$ cat config.mk
export PLATFORM = sky130hd
export DESIGN_NAME = biriscv_fetch_queue
export DESIGN_NICKNAME = d
export VERILOG_FILES = /design/src/rtl/biriscv_fetch_queue.sv
export SDC_FILE = /design/constraint.sdc
export NUM_CORES = 1
export LEC_CHECK = 0
export ABC_AREA = 1
export ABC_CLOCK_PERIOD_IN_PS = 8700
export BUFFER_PORTS_ARGS = -buffer_cell sky130_fd_sc_hd__clkbuf_2
export CAP_MARGIN = 5
export CELL_PAD_IN_SITES_DETAIL_PLACEMENT = 1
export CELL_PAD_IN_SITES_GLOBAL_PLACEMENT = 2
export CORE_ASPECT_RATIO = 1.4
export CORE_MARGIN = 2
export CORE_UTILIZATION = 39
export CTS_CLUSTER_SIZE = 40
export DETAILED_ROUTE_END_ITERATION = 6
export PLACE_DENSITY = 0.9
export SLEW_MARGIN = 0
export SYNTH_ARGS = -nofsm -noshare
export SYNTH_HDL_FRONTEND = slang
export SYNTH_SLANG_ARGS = --single-unit
$ cat constraint.sdc
create_clock -name clk_i -period 8.7 [get_ports clk_i]
set_input_delay 0.435 -clock clk_i [delete_from_list [all_inputs] [get_ports clk_i]]
set_output_delay 0.435 -clock clk_i [all_outputs]
set_load 0.1 [all_outputs]
$ cat src/rtl/biriscv_fetch_queue.sv
// Fetch-to-decode instruction queue: trims fetch packets by start offset and
// predicted-taken branches, buffers single instructions, issues up to OUT_PORTS per cycle.
module biriscv_fetch_queue #(
    parameter int FETCH_SLOTS = 2,
    parameter int OUT_PORTS   = 2,
    parameter int DEPTH       = 8,
    parameter int DEPTH_W     = 3
) (
    input  logic                      clk_i,
    input  logic                      rst_ni,
    input  logic                      branch_request_i,
    input  logic                      fetch_in_valid_i,
    input  logic [32*FETCH_SLOTS-1:0] fetch_in_instr_i,
    input  logic [31:0]               fetch_in_pc_i,
    input  logic [FETCH_SLOTS-1:0]    fetch_in_pred_branch_i,
    input  logic                      fetch_in_fault_fetch_i,
    input  logic                      fetch_in_fault_page_i,
    output logic                      fetch_in_accept_o,
    output logic [OUT_PORTS-1:0]      fetch_out_valid_o,
    output logic [32*OUT_PORTS-1:0]   fetch_out_instr_o,
    output logic [32*OUT_PORTS-1:0]   fetch_out_pc_o,
    output logic [OUT_PORTS-1:0]      fetch_out_fault_fetch_o,
    output logic [OUT_PORTS-1:0]      fetch_out_fault_page_o,
    input  logic [OUT_PORTS-1:0]      fetch_out_accept_i,
    output logic [DEPTH_W:0]          occupancy_o
);

    localparam int SLOT_W = $clog2(FETCH_SLOTS);
    localparam int CNT_W  = DEPTH_W + 1;

    typedef struct packed {
        logic [31:0] instr;
        logic [31:0] pc;
        logic        fault_fetch;
        logic        fault_page;
    } entry_t;

    entry_t             mem_q [DEPTH];
    logic [DEPTH_W-1:0] rd_ptr_q;
    logic [DEPTH_W-1:0] rd_ptr_d;
    logic [DEPTH_W-1:0] wr_ptr_q;
    logic [DEPTH_W-1:0] wr_ptr_d;
    logic [CNT_W-1:0]   count_q;
    logic [CNT_W-1:0]   count_d;
    logic [CNT_W-1:0]   push_n;
    logic [CNT_W-1:0]   pop_n;
    logic [SLOT_W-1:0]  start_slot;
    logic [SLOT_W-1:0]  last_slot;
    logic               fault_pkt;
    logic               push;
    logic               pop_run;
    logic [FETCH_SLOTS-1:0] wr_en;
    logic [DEPTH_W-1:0] wr_idx  [FETCH_SLOTS];
    entry_t             wr_data [FETCH_SLOTS];

    // Space is judged on the registered count only; a same-cycle pop never helps.
    assign fetch_in_accept_o = (count_q <= CNT_W'(DEPTH - FETCH_SLOTS));
    assign push       = fetch_in_valid_i & fetch_in_accept_o & ~branch_request_i;
    assign fault_pkt  = fetch_in_fault_fetch_i | fetch_in_fault_page_i;
    assign start_slot = fetch_in_pc_i[SLOT_W+1:2];
    assign occupancy_o = count_q;

    // Lowest predicted-taken slot at or after the start ends the packet.
    always_comb begin
        last_slot = SLOT_W'(FETCH_SLOTS - 1);
        for (int s = FETCH_SLOTS - 1; s >= 0; s--) begin
            if ((SLOT_W'(s) >= start_slot) && fetch_in_pred_branch_i[s]) begin
                last_slot = SLOT_W'(s);
            end
        end
    end

    always_comb begin
        push_n = '0;
        for (int s = 0; s < FETCH_SLOTS; s++) begin
            wr_en[s]   = push && !fault_pkt &&
                         (SLOT_W'(s) >= start_slot) &&
                         (SLOT_W'(s) <= last_slot);
            wr_idx[s]  = wr_ptr_q + DEPTH_W'(s - int'(start_slot));
            wr_data[s] = '{
                instr:       fetch_in_instr_i[32*s +: 32],
                pc:          {fetch_in_pc_i[31:SLOT_W+2], SLOT_W'(s), 2'b00},
                fault_fetch: 1'b0,
                fault_page:  1'b0
            };
            if (wr_en[s]) begin
                push_n = push_n + CNT_W'(1);
            end
        end
        // A faulting packet collapses to one marker entry for decode to trap on.
        if (push && fault_pkt) begin
            wr_en      = '0;
            wr_en[0]   = 1'b1;
            wr_idx[0]  = wr_ptr_q;
            wr_data[0] = '{
                instr:       32'h0,
                pc:          fetch_in_pc_i,
                fault_fetch: fetch_in_fault_fetch_i,
                fault_page:  fetch_in_fault_page_i
            };
            push_n     = CNT_W'(1);
        end
    end

    // Only an unbroken run of accepts from port 0 retires instructions.
    always_comb begin
        pop_n   = '0;
        pop_run = 1'b1;
        for (int k = 0; k < OUT_PORTS; k++) begin
            if (pop_run && (count_q > CNT_W'(k)) && fetch_out_accept_i[k]) begin
                pop_n = pop_n + CNT_W'(1);
            end else begin
                pop_run = 1'b0;
            end
        end
    end

    always_comb begin
        rd_ptr_d = rd_ptr_q + DEPTH_W'(pop_n);
        wr_ptr_d = wr_ptr_q + DEPTH_W'(push_n);
        count_d  = count_q + push_n - pop_n;
        if (branch_request_i) begin
            rd_ptr_d = '0;
            wr_ptr_d = '0;
            count_d  = '0;
        end
    end

    always_ff @(posedge clk_i or negedge rst_ni) begin
        if (!rst_ni) begin
            rd_ptr_q <= '0;
            wr_ptr_q <= '0;
            count_q  <= '0;
        end else begin
            rd_ptr_q <= rd_ptr_d;
            wr_ptr_q <= wr_ptr_d;
            count_q  <= count_d;
        end
    end

    // Storage needs no reset: validity comes from count alone.
    always_ff @(posedge clk_i) begin
        for (int s = 0; s < FETCH_SLOTS; s++) begin
            if (wr_en[s]) begin
                mem_q[wr_idx[s]] <= wr_data[s];
            end
        end
    end

    for (genvar k = 0; k < OUT_PORTS; k++) begin : g_out
        logic [DEPTH_W-1:0] idx;
        assign idx = rd_ptr_q + DEPTH_W'(k);
        assign fetch_out_valid_o[k]       = (count_q > CNT_W'(k));
        assign fetch_out_instr_o[32*k +: 32] = mem_q[idx].instr;
        assign fetch_out_pc_o[32*k +: 32]    = mem_q[idx].pc;
        assign fetch_out_fault_fetch_o[k] = mem_q[idx].fault_fetch;
        assign fetch_out_fault_page_o[k]  = mem_q[idx].fault_page;
    end

endmodule

==> impl_results.md, run 1 <==
* Status: completed
* Cell area after layout at 34,800 sq um
* Hold Path Class: in -> reg
* Final WL at 121,000 um
* Die width at 243 um
* Clk Latency, worst-skew pair at 0.63 ns
* Worst-Margin Slew at 1.16 ns
* CTS Root Cell: clkbuf_16
* Placed Instances at 4,930
* Synth top area share at 0.471
* Hold slack at 0.129 ns
* Initial Utilization at 0.393
* Yosys warnings at 0
* Pre-CTS setup slack at 3.62 ns
* FP Rows at between 100 and 150
* Vias/cell at 5.74
* Clk slew on worst S/H paths at 0.06 ns
* Final worst path period share at 0.589
* GRT overflow at 0
* Synthesized area at 31,100 sq um
* Vias in the first global route at 29,500
* Die area at between 80,000 and 90,000 sq um
* Most Used Layer, Global Route: met2
* Pleak at 14.2 nW
* #FFs+latches synth at 538
* Post-layout minimum cycle time at 5.12 ns
* Top_reg_cell synth: edfxtp_1
* CP Capture Type: output pin
* Number of synthesized flops with an enable pin at roughly 490
* Crit Path Max Fanout at 200
* Via count at a little under 30,000
* Avg WL per Cell at 24.1 um
* First-pass GRT wire length at 180,000 um
* CP peak stage delay at 0.83 ns
* Largest net degree at the start of global routing at between 200 and 250
* GR Layer Usage met1 at 0.340
* Num CTS Buffers at 57
* DRT Pass-1 Iters at 5
* Crit start category: register
* Slew HR at 0.226
* Max-Cap Viols at 0
* Fin nets at 4,061
* Post-CTS sizing at 0
* Worst R2R Path Depth at 14
* Final ANT Viol Nets at 0
* Layout cells sized above 1 at 0.115
* Initial antenna violation count at 3
* DR DRC count at 0
* Slowest stage cell on the critical path: inv_8
* DP Wirelength at 68,000 um
* Area leader, netlist: edfxtp_1
* Synth top area cells: edfxtp_1, o21ai_0, nor2_1
* Final hold vios at 0
* Asr flop ratio synth at 0.0186
* Required time of the critical path at 8.27 ns
* Port Buffers at around 240
* Seq/Total Area, Yosys at 0.505
* Layout overhead on the synthesized area at 11.8%
* H-tree depth at 2
* Worst Setup Slack, final at 3.58 ns
* 1st-iter DRT viols at 2,165
* Cell count after synthesis at 3,888
* Placed cell area at 32,800 sq um
* Routing usage on met2 at 0.522
* Most frequent cells in the layout: nor2_1, o21ai_0, nand2_1
* Design Power at 14.5 mW
* Gr usage total at 0.288
* Pwr/cell area at 416 nW/um^2
* CTS max path bufs at 3
* Met3 Use GR at 0.0350
* Final setup vio count at 0
* Fmax at 0.195 GHz
* CP cell instances: inv_8 > buf_12 > o21ai_0 > o21ai_0 > nor2_1 > a31oi_1 > clkbuf_2
* Max-slew violations at 0
* Core ar. at 79,100 sq um
* Final core occ at 0.440
* Maximum VDD drop at 0.000397 V
* Commonest non-fill, non-tap cell in the layout: nor2_1
* RSZ-0062 raised after global routing: false
* Clock Skew at 0.0115 ns
* Syn_nets at 4,013
* # IOs at 245
* CTS sink cnt at roughly 540
* Finished Layout Cells at 5,038
* Most used cell, CP: o21ai_0
* Placer congestion estimate at 0.815
* Chip height at 338 um
* Hold path depth at 3
* Crit Path Category: reg -> out
* Inserted Diodes at 0
* Crit path arrival time at 4.69 ns
* Setup tns final at 0 ns
* Mean post-synth cell area at ~8 sq um
* Yosys cell types at 39
* CTS tree: done
==> cells by family (layout without fill, tap and decap cells) <==
logic type / Yosys count / after routing / synth area share
xor+xnor: 6 / 6 / 0.00169
fa+ha+maj: 19 / 19 / 0.00885
buf+inv: 696 / 792 / 0.0895
flops: 538 / 538 / 0.505
compound gates: 1334 / 1334 / 0.229
simple gates: 1295 / 1295 / 0.166
==> registers in the layout, indices dropped and copies added (netlist names) <==
name,cells
wr_ptr_q,3
rd_ptr_q,3
mem_q,528
occupancy_o,4
==> worst paths after layout <==
check | startpoint | endpoint | slack [ns]
worst max-delay path | rd_ptr_q[0] | fetch_out_instr_o[63] | 3.58
worst min register to register | mem_q[5][2] | mem_q[5][2] | 0.47
worst min-delay path | fetch_in_instr_i[45] | mem_q[6][47] | 0.13
max in group asynchronous | rst_ni | rd_ptr_q[1] | 8.21
worst max register to register | occupancy_o[3] | mem_q[4][17] | 3.67
min in group asynchronous | rst_ni | occupancy_o[3] | 0.23
==> layer usage <==
layer,vias up,routed length (um)
met5,-,26
met4,6,5760
met3,305,6270
met2,902,61900
met1,14400,47300
li1,13300,-
==> where the power goes <==
part / internal [mW] / switching, mW / total (mW)
registers: 3.01 / 0.147 / 3.15
logic: 1.52 / 7.25 / 8.77
clock network: 1.45 / 1.10 / 2.55
total: 5.98 / 8.49 / 14.5
==> Yosys cell counts (3+ instances only) <==
cell and n:
nor2_1 694, o21ai_0 669, nand2_1 513, edfxtp_1 488, a21oi_1 403, inv_1 379
clkbuf_1 187, a31oi_1 131, buf_2 71, o211ai_1 66, dfxtp_1 40, nand3_1 38
buf_1 31, o22ai_1 31, o21a_1 29, nor2_2 15, ha_1 14, inv_2 14
dfrtp_1 10, nand2_2 10, buf_6 9, nand2_4 6, nand4_1 6, fa_1 5
buf_4 4, nor2_4 4, nor2_8 3, xnor2_1 3, xor2_1 3
==> worst max-delay path, delay by kind of cell (launching register included) <==
family / cells / cell delay (ns)
AND/OR/NAND/NOR: 1 / 0.07
AO/OA/AOI/OAI: 3 / 0.94
flip-flops: 1 / 0.75
buffers and inverters: 3 / 2.01
==> area by class of cell <==
| class | instances | area [sq um] |
|---|---|---|
| repair buffers | 291 | 1630 |
| fillers | 9684 | 44300 |
| clock inverters | 33 | 297 |
| inverters | 394 | 1500 |
| multi-input cells | 2654 | 12700 |
| well taps | 1054 | 1320 |
| clock buffers | 74 | 1610 |
| flip-flops and latches | 538 | 15700 |
==> timing repair <==
| item | CTS | global route |
|---|---|---|
| setup buffers | 0 | 0 |
| hold endpoints to repair | 10 | 0 |
| hold buffers | 1 | 0 |
Note: power is estimated with default switching activity, not from simulation.
==> run 2, diff against run 1 <==
--- a/config.mk
+++ b/config.mk
@@ -6,17 +6,17 @@
 export NUM_CORES = 1
 export LEC_CHECK = 0
 export ABC_AREA = 1
-export ABC_CLOCK_PERIOD_IN_PS = 8700
+export ABC_CLOCK_PERIOD_IN_PS = 5400
 export BUFFER_PORTS_ARGS = -buffer_cell sky130_fd_sc_hd__clkbuf_2
 export CAP_MARGIN = 5
 export CELL_PAD_IN_SITES_DETAIL_PLACEMENT = 1
 export CELL_PAD_IN_SITES_GLOBAL_PLACEMENT = 2
 export CORE_ASPECT_RATIO = 1.4
 export CORE_MARGIN = 2
-export CORE_UTILIZATION = 39
+export CORE_UTILIZATION = 37
 export CTS_CLUSTER_SIZE = 40
 export DETAILED_ROUTE_END_ITERATION = 6
-export PLACE_DENSITY = 0.9
+export PLACE_DENSITY = 0.87
 export SLEW_MARGIN = 0
 export SYNTH_ARGS = -nofsm -noshare
 export SYNTH_HDL_FRONTEND = slang
==> constraint.sdc (replaced) <==
create_clock -name clk_i -period 5.4 [get_ports clk_i]
set_input_delay 0.27 -clock clk_i [delete_from_list [all_inputs] [get_ports clk_i]]
set_output_delay 0.27 -clock clk_i [all_outputs]
set_load 0.1 [all_outputs]
==> impl_results.md, run 2 (synthesis results as in run 1) <==
* Die width at 249 um (was 243 um)
* Layout cells sized above 1 at 0.111 (was 0.115)
* Commonest non-fill, non-tap cell in the layout: nor2_1 (unchanged)
* Most used cell, CP: nor2_1 (was o21ai_0)
* Post-CTS Setup Inserts at 0 (unchanged)
* Placer congestion estimate at 0.791 (was 0.815)
* H-tree depth at 2 (unchanged)
* Final ANT Viol Nets at 0 (unchanged)
* DRT Pass-1 Iters at 5 (unchanged)
* Cell area after layout at 35,200 sq um (was 34,800 sq um)
* Avg WL per Cell at 24.1 um (about the same)
* Status: completed (unchanged)
* Reg-to-reg slack, setup at 1.58 ns (was 3.67 ns)
* CP cell instances: clkinv_4 > buf_4 > nor2_1 > o21ai_0 > nand2_1 > nor2_1 > a31oi_1 > clkbuf_2 (was inv_8 > buf_12 > o21ai_0 > o21ai_0 > nor2_1 > a31oi_1 > clkbuf_2)
* GRT overflow at 0 (unchanged)
* Final hold vios at 0 (unchanged)
* FP Rows at 125 (was 122)
* Largest net degree at the start of global routing at 218 (was 201)
* CP peak stage delay at 0.77 ns (was 0.83 ns)
* Initial Utilization at 0.374 (was 0.393)
* Port Buffers at 243 (unchanged)
* Most frequent cells in the layout: nor2_1, o21ai_0, nand2_1 (unchanged)
* Post-layout minimum cycle time at 4.46 ns
* Post-CTS sizing at 0 (unchanged)
* Worst Setup Slack, final at 0.941 ns (was 3.58 ns)
* CTS max path bufs at 3 (unchanged)
* 1st-iter DRT viols at 2,183 (was 2,165)
* Pleak at 14.3 nW (was 14.2 nW)
* RSZ-0062 raised after global routing: false (unchanged)
* Fin nets at 4,087 (was 4,061)
* Hold Path Class: in -> reg (unchanged)
* Core ar. at 83,200 sq um (was 79,100 sq um)
* Die area at 86,400 sq um (was 82,000 sq um)
* CTS sink cnt at 538 (unchanged)
* Capturing point of the worst reg2reg path: mem_q[5][32] (was mem_q[4][17])
* Worst R2R Path Depth at 12 (was 14)
* Vias in the first global route at 29,500 (about the same)
* Crit start category: register (unchanged)
* Final WL at 123,000 um (was 121,000 um)
* Layout overhead on the synthesized area at 13.3% (was 11.8%)
* Slowest stage cell on the critical path: dfrtp_4 (was inv_8)
* Pwr/cell area at 671 nW/um^2 (was 416 nW/um^2)
* Maximum VDD drop at 0.000705 V (was 0.000397 V)
* Worst Setup SP: rd_ptr_q[1] (was rd_ptr_q[0])
* Max-slew violations at 0 (unchanged)
* Crit Path Category: reg -> out (unchanged)
* DR DRC count at 0 (unchanged)
* Slew HR at 0.265 (was 0.226)
* Clock Skew at 0.0225 ns (was 0.0115 ns)
* CP Capture Type: output pin (unchanged)
* Gr usage total at 0.276 (was 0.288)
* Hold path depth at 3 (unchanged)
* Final worst path period share at 0.826
* CTS Root Cell: clkbuf_16 (unchanged)
* Fmax at 0.224 GHz
* Required time of the critical path at 5.13 ns (was 8.27 ns)
* Hold slack at 0.0208 ns (was 0.129 ns)
* Num CTS Buffers at 58 (was 57)
* Clk slew on worst S/H paths at 0.06 ns (about the same)
* Max-Cap Viols at 0 (unchanged)
* Largest register FFs at 528 (unchanged)
* Crit Path Max Fanout at 51 (was 200)
* CTS tree: done (unchanged)
* Pre-CTS setup slack at 1.64 ns (was 3.62 ns)
* Placed cell area at 33,000 sq um (was 32,800 sq um)
* Final setup vio count at 0 (unchanged)
* Worst-Margin Slew at 1.10 ns (was 1.16 ns)
* First-pass GRT wire length at 181,000 um (was 180,000 um)
* Via count at 29,200 (was 28,900)
* # IOs at 245 (unchanged)
* Vias/cell at 5.73 (was 5.74)
* DP Wirelength at 69,800 um (was 68,000 um)
* Chip height at 347 um (was 338 um)
* Crit path arrival time at 4.19 ns (was 4.69 ns)
* Inserted Diodes at 0 (unchanged)
* Setup tns final at 0 ns (unchanged)
* Design Power at 23.7 mW (was 14.5 mW)
* Initial antenna violation count at 1 (was 3)
* Critical hold path startpoint: fetch_in_pc_i[5] (was fetch_in_instr_i[45])
* Origin of the critical flop-to-flop path: occupancy_o[3] (unchanged)
* WHS Endpoint: mem_q[4][7] (was mem_q[6][47])
* Clk Latency, worst-skew pair at 0.66 ns (was 0.63 ns)
run 2: cell types whose count changed in the layout (fill, tap and decap cells not counted), sizes merged:
cell / before / now
clkinvlp: 2 / 0
bufinv: 5 / 11
clkbuf: 317 / 316
buf: 47 / 51
dlygate4sd3: 1 / 22
clkinv: 29 / 27
run 2: final cells by class:
class                      count  area, sq um
clock buffer                  73         1530
timing repair buffer         316         1990
fill                       10100        48000
sequential                   538        15700
multi-input combinational   2654        12700
inverter                     394         1500
clock inverter                35          450
tap                         1079         1350
run 2: layer usage:
layer / vias to the layer above / share of wire / global-route usage
met2: 957 / 0.52 / 0.508
li1: 13300 / - / -
met4: 0 / 0.042 / 0.117
met3: 265 / 0.056 / 0.0336
met5: - / 0 / 0
met1: 14600 / 0.39 / 0.322
run 2: timing repair:
action / 4_1_cts / 5_1_grt
setup endpoints to repair: 0 / 0
hold buffers: 22 / 0
endpoints found under the hold margin: 54 / 0
run 2: through the flow:
stage	utilization	std cells
4_1_cts	0.423	5089
3_3_place_gp	0.397	4959
5_1_grt	0.423	5089
2_1_floorplan	-	3888
6_report	0.423	5089
3_5_place_dp	0.397	4959
run 2: how the worst max path moves through the flow:
stage                                 endpoint  slack (ns)
after floorplan                   mem_q[3][10]        0.80
after global placement            mem_q[7][62]        1.68
after detailed placement          mem_q[6][24]        1.64
after CTS                    fetch_out_pc_o[4]        0.95
after global routing      fetch_out_instr_o[6]        0.73
final                        fetch_out_pc_o[4]        0.94
run 2: where the power goes:
| part | total [mW] | internal [mW] | switching (mW) |
|---|---|---|---|
| clock | 4.31 | 2.52 | 1.79 |
| sequential | 5.07 | 4.84 | 0.225 |
| combinational | 14.3 | 2.51 | 11.8 |
run 2: critical path, delay by kind of cell (launching register included):
family,cells,cell delay [ns]
simple gates,3,0.32
compound gates,2,0.60
flops,1,0.77
buf+inv,3,1.78
==> run 3, diff against run 2 <==
--- a/config.mk
+++ b/config.mk
@@ -6,7 +6,7 @@
 export NUM_CORES = 1
 export LEC_CHECK = 0
 export ABC_AREA = 1
-export ABC_CLOCK_PERIOD_IN_PS = 5400
+export ABC_CLOCK_PERIOD_IN_PS = 4390
 export BUFFER_PORTS_ARGS = -buffer_cell sky130_fd_sc_hd__clkbuf_2
 export CAP_MARGIN = 5
 export CELL_PAD_IN_SITES_DETAIL_PLACEMENT = 1
==> constraint.sdc (replaced) <==
create_clock -name clk_i -period 4.39 [get_ports clk_i]
set_input_delay 0.2195 -clock clk_i [delete_from_list [all_inputs] [get_ports clk_i]]
set_output_delay 0.2195 -clock clk_i [all_outputs]
set_load 0.1 [all_outputs]
==> impl_results.md, run 3 (synthesis results as in run 1) <==
* Hold Path Class: in -> reg (unchanged)
* Via count at 29,100 (was 29,200)
* Pwr/cell area at 823 nW/um^2 (was 671 nW/um^2)
* Commonest non-fill, non-tap cell in the layout: nor2_1 (unchanged)
* Post-layout minimum cycle time at ~3.9 ns
* Pre-CTS setup slack at 0.837 ns (was 1.64 ns)
* Crit Path Category: reg -> out (unchanged)
* Die width at 249 um (unchanged)
* DR DRC count at 0 (unchanged)
* Worst-Margin Slew at 0.933 ns (was 1.10 ns)
* Core ar. at 83,200 sq um (unchanged)
* Design Power at 29.5 mW (was 23.7 mW)
* Final hold vios at 0 (unchanged)
* Area of the multi-input gates at 12,700 sq um (unchanged)
* Max-slew violations at 0 (unchanged)
* Final ANT Viol Nets at 0 (unchanged)
* Crit Path Max Fanout at 113 (was 51)
* Sequential Power Share at 0.210 (was 0.214)
* 1st-iter DRT viols at 1,883 (was 2,183)
* Clk slew on worst S/H paths at 0.06 ns (about the same)
* H-tree depth at 2 (unchanged)
* Largest net degree at the start of global routing at 182 (was 218)
* Register area at 15,700 sq um (unchanged)
* Post-CTS sizing at 0 (unchanged)
* Cell Int Power at 12.5 mW (was 9.88 mW)
* Chip height at 347 um (unchanged)
* Sw Ratio at 0.576 (was 0.582)
* Port Buffers at 243 (unchanged)
* Layout overhead on the synthesized area at 15.5% (was 13.3%)
* Clk network pwr share at 0.173 (was 0.182)
* Pleak at 14.6 nW (was 14.3 nW)
* Initial Utilization at 0.374 (unchanged)
* Initial antenna violation count at 1 (unchanged)
* Vias/cell at 5.65 (was 5.73)
* CTS sink cnt at 538 (unchanged)
* Most frequent cells in the layout: nor2_1, o21ai_0, nand2_1 (unchanged)
* CP Capture Type: output pin (unchanged)
* Final setup vio count at 0 (unchanged)
* Placer congestion estimate at 0.815 (was 0.791)
* Gr usage total at 0.275 (was 0.276)
* # IOs at 245 (unchanged)
* Required time of the critical path at 4.17 ns (was 5.13 ns)
* Max-Cap Viols at 0 (unchanged)
* Filler cells at 10,000 (was 10,100)
* DP Wirelength at 73,400 um (was 69,800 um)
* Num CTS Buffers at 57 (was 58)
* Clk Latency, worst-skew pair at 0.65 ns (was 0.66 ns)
* Largest register FFs at 528 (unchanged)
* RSZ-0062 raised after global routing: false (unchanged)
* Vias in the first global route at 30,100 (was 29,500)
* Die area at 86,400 sq um (unchanged)
* CTS Root Cell: clkbuf_16 (unchanged)
* Layout cells sized above 1 at 0.118 (was 0.111)
* Fin nets at 4,140 (was 4,087)
* Combinational share of power at 0.617 (was 0.604)
* First-pass GRT wire length at 181,000 um (about the same)
* Avg WL per Cell at 23.6 um (was 24.1 um)
* Final worst path period share at 0.896
* Worst Setup Slack, final at 0.455 ns (was 0.941 ns)
* Slew HR at 0.377 (was 0.265)
* Setup tns final at 0 ns (unchanged)
* Crit start category: register (unchanged)
* GRT overflow at 0 (unchanged)
* Fmax at 0.254 GHz
* Status: completed (unchanged)
* FP Rows at 125 (unchanged)
* Final WL at 121,000 um (was 123,000 um)
* Net Sw Power at 17.0 mW (was 13.8 mW)
* CTS tree: done (unchanged)
* DRT Pass-1 Iters at 6 (was 5)
* CTS max path bufs at 3 (unchanged)
* Crit path arrival time at 3.72 ns (was 4.19 ns)
* Clock Skew at 0.0138 ns (was 0.0225 ns)
* Maximum VDD drop at 0.000898 V (was 0.000705 V)
-- run 3: metal layers --
layer / share of wire / GRT usage / up-vias
li1: - / - / 13400
met1: 0.39 / 0.314 / 14500
met2: 0.52 / 0.509 / 842
met3: 0.052 / 0.0378 / 288
met4: 0.046 / 0.124 / 0
met5: 0 / 0 / -
-- run 3: power by group through the flow --
| stage | clock network [mW] | logic [mW] | registers [mW] |
|---|---|---|---|
| after floorplan | 0 | 13.7 | 6.29 |
| after global placement | 0 | 18.1 | 6.30 |
| after detailed placement | 0 | 18.2 | 6.32 |
| after CTS | 5.17 | 18.3 | 6.21 |
| after global routing | 5.33 | 19.3 | 6.25 |
| final | 5.11 | 18.2 | 6.21 |
-- run 3: final cells by class --
class / instances / share of cell area
clock buffer: 74 / 0.0432
clock inverter: 32 / 0.00990
inverter: 394 / 0.0419
tap: 1079 / 0.0376
antenna: 2 / 0.000139
multi-input combinational: 2654 / 0.354
timing repair buffer: 370 / 0.0760
sequential: 538 / 0.438
-- run 3: final timing paths --
| path | slack [ns] | start | end | cells past startpoint |
|---|---|---|---|---|
| max | 0.45 | rd_ptr_q[0] | fetch_out_pc_o[2] | 7 |
| min | 0.02 | fetch_in_pc_i[15] | mem_q[3][17] | 3 |
| max reg2reg | 0.78 | occupancy_o[3] | mem_q[6][36] | 14 |
| min reg2reg | 0.46 | mem_q[5][3] | mem_q[5][3] | 2 |
| max in group asynchronous | 3.38 | rst_ni | rd_ptr_q[0] | 3 |
| min in group asynchronous | 0.63 | rst_ni | occupancy_o[2] | 3 |
-- run 3: what timing repair did --
item                      CTS  global route
setup buffers               0             0
hold buffers               46             0
hold endpoints to repair  149             0
-- run 3: critical path, cell delays in order, from the launching register on --
cell,delay (ns)
dfrtp_4,0.58
inv_8,0.49
buf_4,0.46
o21ai_0,0.16
nand2_1,0.09
nor2_1,0.04
a31oi_1,0.55
clkbuf_2,0.58
-- run 3: per-stage QoR --
| stage | cells | hold slack [ns] | instance area [sq um] | util |
|---|---|---|---|---|
| final | 5143 | 0.0195 | 35900 | 0.432 |
| after global routing | 5142 | 0.0344 | 35900 | 0.432 |
| after CTS | 5141 | 0.000807 | 35900 | 0.431 |
| after detailed placement | 4989 | 0.117 | 33500 | 0.403 |
| after global placement | 4989 | 0.119 | 33500 | 0.403 |
| after floorplan | 3888 | -0.0761 | 31100 | - |
